## config.mk

```make
export PLATFORM = sky130hd
export DESIGN_NAME = operand_mux_arbiter
export DESIGN_NICKNAME = d
export VERILOG_FILES = /design/src/rtl/operand_mux_arbiter_pkg.sv /design/src/rtl/sixtyFourBitMux.sv /design/src/rtl/operand_mux_arbiter.sv
export SDC_FILE = /design/constraint.sdc
export NUM_CORES = 1
export LEC_CHECK = 0
export CAP_MARGIN = 10
export CORE_MARGIN = 2
export CORE_UTILIZATION = 39
export CTS_BUF_LIST = sky130_fd_sc_hd__clkbuf_8
export CTS_CLUSTER_SIZE = 30
export DETAILED_ROUTE_END_ITERATION = 8
export PLACE_DENSITY_LB_ADDON = 0.12
export SKIP_LAST_GASP = 1
export SYNTH_ARGS = -nofsm -noshare
export SYNTH_HDL_FRONTEND = slang
export SYNTH_SLANG_ARGS = --single-unit
```

## constraint.sdc

```tcl
create_clock -name clk -period 1.67 [get_ports clk]
set_input_delay 0.167 -clock clk [delete_from_list [all_inputs] [get_ports clk]]
set_output_delay 0.167 -clock clk [all_outputs]
set_load 0.02 [all_outputs]
```

## src/rtl/operand_mux_arbiter_pkg.sv

```systemverilog
// Shared encodings for the operand mux arbiter: output-register state and source ids.
// Latency: n/a (types and constants only).
// Backpressure: n/a.
package operand_mux_arbiter_pkg;

   // Output register occupancy: EMPTY has nothing to present, FULL holds a valid word.
   typedef enum logic {
      EMPTY = 1'b0,
      FULL  = 1'b1
   } state_t;

   // Requester identities, used for mux select, out_src and the round-robin pointer.
   localparam logic SRC_A = 1'b0;
   localparam logic SRC_B = 1'b1;

endpackage

```

## src/rtl/sixtyFourBitMux.sv

```systemverilog
// Two-way datapath mux selecting between requester A and requester B words.
// Latency: combinational, zero cycles.
// Backpressure: none; the select is owned by the arbiter.
module sixtyFourBitMux #(
   parameter int WIDTH = 64
) (
   input  logic [WIDTH-1:0] a,
   input  logic [WIDTH-1:0] b,
   input  logic             sel,
   output logic [WIDTH-1:0] y
);

   // sel=0 passes A, sel=1 passes B; data is never altered.
   assign y = sel ? b : a;

endmodule

```

## src/rtl/operand_mux_arbiter.sv

```systemverilog
// Arbitrates requesters A/B into one registered output word through sixtyFourBitMux.
// Latency: 1 cycle from accepting edge to out_valid; one transfer per cycle while out_ready holds.
// Backpressure: FULL with out_ready=0 freezes the output and drops both readies; a contention loser stays pending.
// Build option: define OPERAND_MUX_ARB_RR_EN for round-robin arbitration, otherwise A has fixed priority.
module operand_mux_arbiter
   import operand_mux_arbiter_pkg::*;
#(
   parameter int WIDTH = 64
) (
   input  logic             clk,
   input  logic             rst,
   input  logic             a_valid,
   input  logic [WIDTH-1:0] a_data,
   output logic             a_ready,
   input  logic             b_valid,
   input  logic [WIDTH-1:0] b_data,
   output logic             b_ready,
   output logic             out_valid,
   input  logic             out_ready,
   output logic [WIDTH-1:0] out_data,
   output logic             out_src,
   output logic             mux_sel
);

   state_t           state;
   state_t           state_nxt;
   logic             grant_vld;
   logic             grant_sel;
   logic             sel_q;
   logic             can_accept;
   logic             xfer;
   logic [WIDTH-1:0] mux_y;

`ifdef OPERAND_MUX_ARB_RR_EN
   // Identity of the requester that completed the most recent transfer.
   logic             last_grant;
`endif

   // Grant: contention goes to the policy winner, a lone requester wins outright, idle keeps the last select.
   always_comb begin
      grant_vld = a_valid | b_valid;
      grant_sel = sel_q;
      if (a_valid && b_valid) begin
`ifdef OPERAND_MUX_ARB_RR_EN
         grant_sel = (last_grant == SRC_A) ? SRC_B : SRC_A;
`else
         grant_sel = SRC_A;
`endif
      end else if (a_valid) begin
         grant_sel = SRC_A;
      end else if (b_valid) begin
         grant_sel = SRC_B;
      end
   end

   // Handshake: readies need a granted valid requester, room in the output register and no reset.
   always_comb begin
      can_accept = (state == EMPTY) || out_ready;
      mux_sel    = rst ? SRC_A : grant_sel;
      a_ready    = !rst && can_accept && a_valid && (grant_sel == SRC_A);
      b_ready    = !rst && can_accept && b_valid && (grant_sel == SRC_B);
      xfer       = a_ready || b_ready;
   end

   // Output-register FSM next state and out_valid decode.
   always_comb begin
      state_nxt = state;
      out_valid = (state == FULL);
      case (state)
         EMPTY:   if (xfer) state_nxt = FULL;
         FULL:    if (out_ready && !xfer) state_nxt = EMPTY;
         default: state_nxt = EMPTY;
      endcase
   end

   // State register.
   always_ff @(posedge clk or posedge rst) begin
      if (rst) state <= EMPTY;
      else     state <= state_nxt;
   end

   // Output data/source register, loaded only on a transfer.
   always_ff @(posedge clk or posedge rst) begin
      if (rst) begin
         out_data <= '0;
         out_src  <= SRC_A;
      end else if (xfer) begin
         out_data <= mux_y;
         out_src  <= mux_sel;
      end
   end

   // Remember the last granted select so the mux holds steady when nobody requests.
   always_ff @(posedge clk or posedge rst) begin
      if (rst)            sel_q <= SRC_A;
      else if (grant_vld) sel_q <= grant_sel;
   end

`ifdef OPERAND_MUX_ARB_RR_EN
   // Round-robin pointer; resets to B so A wins the first contention.
   always_ff @(posedge clk or posedge rst) begin
      if (rst)       last_grant <= SRC_B;
      else if (xfer) last_grant <= grant_sel;
   end
`endif

   sixtyFourBitMux #(
      .WIDTH(WIDTH)
   ) u_mux (
      .a   (a_data),
      .b   (b_data),
      .sel (mux_sel),
      .y   (mux_y)
   );

endmodule

```

==> impl_metrics.yaml <==
outcome:
  status: "finished with violations"
  violations: "hold timing"
cells_and_area:
  drive_gt1_share_pct: 6.64
  design_area_um2: 5740
  area_growth_pct: 63.9
  multi_input_comb_area_um2: 1520
  antenna_cells: 0
  fillers: 766
  fin_nets: 701
  regArea_um2: 1680
synth:
  ys_seq_area_share_pct: 47.9
  syn_area_um2: 3500
  ys_ff_latch: 67
  ys_warn_count: 0
  synth_common_cells: "a31oi_1 (128), dfrtp_1 (67), nand3_1 (65), o21ai_0 (64), buf_2 (37)"
  ys_async_sr_fraction_pct: 100
  yosys.area.top_type: "dfrtp_1"
  yosys-top-cells-area: "dfrtp_1 (48%), a31oi_1 (23%), nand3_1 (9.3%), o21ai_0 (9.1%), buf_2 (5.3%)"
  synthCells: 394
  synth_area_per_cell_um2: 8.89
  ys_types: 17
  post-synth-top-count-cell: "a31oi_1"
  synth_flop_cell: "dfrtp_1"
  synth-edff-count: 0
  synth_nets: 527
  synth_top_area_share_pct: 47.9
floorplanning:
  die_h_um: 98.7
  rows: 34
  die_area_um2: 9750
  coreArea_um2: 8720
  num_io_pins: 202
  die_width_um: 98.7
  initial_core_util_pct: 40.1
routing:
  drc: 0
  wl_per_cell_um: 17.8
  num_vias: 3982
  dr.pass1.iters: 5
  wl_mm: 12.1
  dr.first_iter.drc_count: 207
  via_per_inst: 5.86
  ant_nets: 0
sta:
  fin_tns_setup_ns: 0
  worst_slew_pin_slew_ns: 0.684
  relSlewSlack_pct: 54.4
  finClkSkew_ns: 0.00690
  final-hold-violation-count: 9
  period_needed_ns: 1.52
  max_freq_mhz: 658
  setup_viol: 0
  rsz0062_at_grt: "no"
  holdWs_ns: -0.0101
  finalCritPeriodShare_pct: 91.0
  slew_viol_final: 0
global_routing:
  grt_pass1_wl_mm: 19.2
  antenna_found_initial: 0
  grt_use_total_pct: 24.0
  globalRoute.totalOverflow: 0
  grt_max_degree: 104
  grt_pass1_vias: 3787
placed_design:
  place_hpwl_mm: 8.02
  gp_congestion: 0.864
  dpl_cell_area_um2: 5570
  portBuffers: 201
power_and_ir_drop:
  ir_drop_mv: 0.392
  p_total_mw: 5.24
  power_density_nw_per_um2: 914
  leakage_nw: 2.11
worst_setup_path:
  cp_max_fo: 3
  cp_num_buf_inv: 1
  critPathTopFamily: "flip-flops"
  cp.required_ns: 1.50
  critPathLaunchType: "flop"
  cp_cell_sequence: "nand2b_2 -> nand3_1 -> nor2_1 -> dlygate4sd2_1"
  cp_slowest_cell: "dfrtp_1"
  endpoint_kind: "output port"
  cp.arrival_ns: 1.35
  critPathKind: "reg -> out"
  critPathMaxStageDelay_ns: 0.39
clocking:
  clkTransAtPathRegs_ns: 0.07
  cts_setup_buffers: 0
  clk_path_buf_depth: 2
  worstSkewPairLatency_ns: 0.33
  numCtsBuffers: 9
  cts.sinks: 67
  cts_root_buf: "clkbuf_8"
  h-tree-depth: 3
  cts_tree: "yes"
hold_path:
  hp-class: "in -> async"
flow_run:
  drv_cap: 0
## layer usage
metal / global-route usage [%] / wire length (µm) / vias to the layer above
li1: - / - / 1866
met5: 0 / 0 / -
met3: 6.38 / 1190 / 12
met1: 30.6 / 4820 / 1907
met4: 7.59 / 152 / 0
met2: 40.0 / 5920 / 197
## final cells by class
class	instances	share of cell area (%)
repair buffers	220	39.0
flip-flops and latches	67	29.2
multi-input cells	267	26.4
clock buffers	10	2.40
well taps	108	2.35
clock inverters	5	0.392
inverters	3	0.283
## where the power goes
group	total [mW]	internal [mW]	switching [mW]
Sequential	2.07	1.91	0.158
Clock	1.15	0.554	0.597
Combinational	2.03	1.03	0.997
Total	5.24	3.49	1.75
## flip-flops by register name (all words and copies together), names as in the netlist
signal and count:
out_src 1, out_data 64, sel_q 1, out_valid 1
## worst min-delay path, cell delays in order
cell	delay (ns)
buf_2	0.14
inv_6	0.08
buf_12	0.33
## cells in the final DEF, fill, tap and decap left out, drive strengths merged
cell / n
a21oi: 1
a31oi: 128
and3: 2
buf: 19
clkbuf: 10
clkdlybuf4s50: 197
clkinv: 3
dfrtp: 67
dlygate4sd2: 3
dlygate4sd3: 1
inv: 5
nand2b: 1
nand3: 65
nor2: 3
o21ai: 65
o21bai: 1
or2: 1
## timing repair
| item | in CTS | in global routing |
|---|---|---|
| endpoints found under the setup margin | 3 | 0 |
| hold buffers | 1 | 0 |
| gates resized for setup | 3 | 0 |
| endpoints found under the hold margin | 8 | 0 |
## kinds of logic (layout without fill, tap and decap cells)
logic type | count (synthesis) | count (layout) | share of synthesized area, %
AO/OA/AOI/OAI | 195 | 195 | 32.6
buffers and inverters | 60 | 238 | 9.15
flip-flops | 67 | 67 | 47.9
AND/OR/NAND/NOR | 72 | 72 | 10.3
## per-stage QoR
stage	worst slack, ns	cells	utilization, %
after floorplan	0.106	394	-
after global placement	-0.0597	664	63.9
after detailed placement	-0.0949	664	63.9
after CTS	0.139	680	65.8
after global routing	0.107	680	65.8
final	0.150	680	65.8
## path summary, 6_finish.rpt
path / from / to / slack [ns] / cells after the start
max: out_valid / b_ready / 0.15 / 4
min: rst / out_data[2] / -0.01 / 3
max reg2reg: out_valid / out_data[62] / 0.20 / 5
min reg2reg: out_src / out_src / 0.52 / 2
max in group asynchronous: rst / out_valid / 0.97 / 4
min in group clk: rst / out_src / 0.33 / 4
Note: power is estimated with default switching activity, not from simulation.
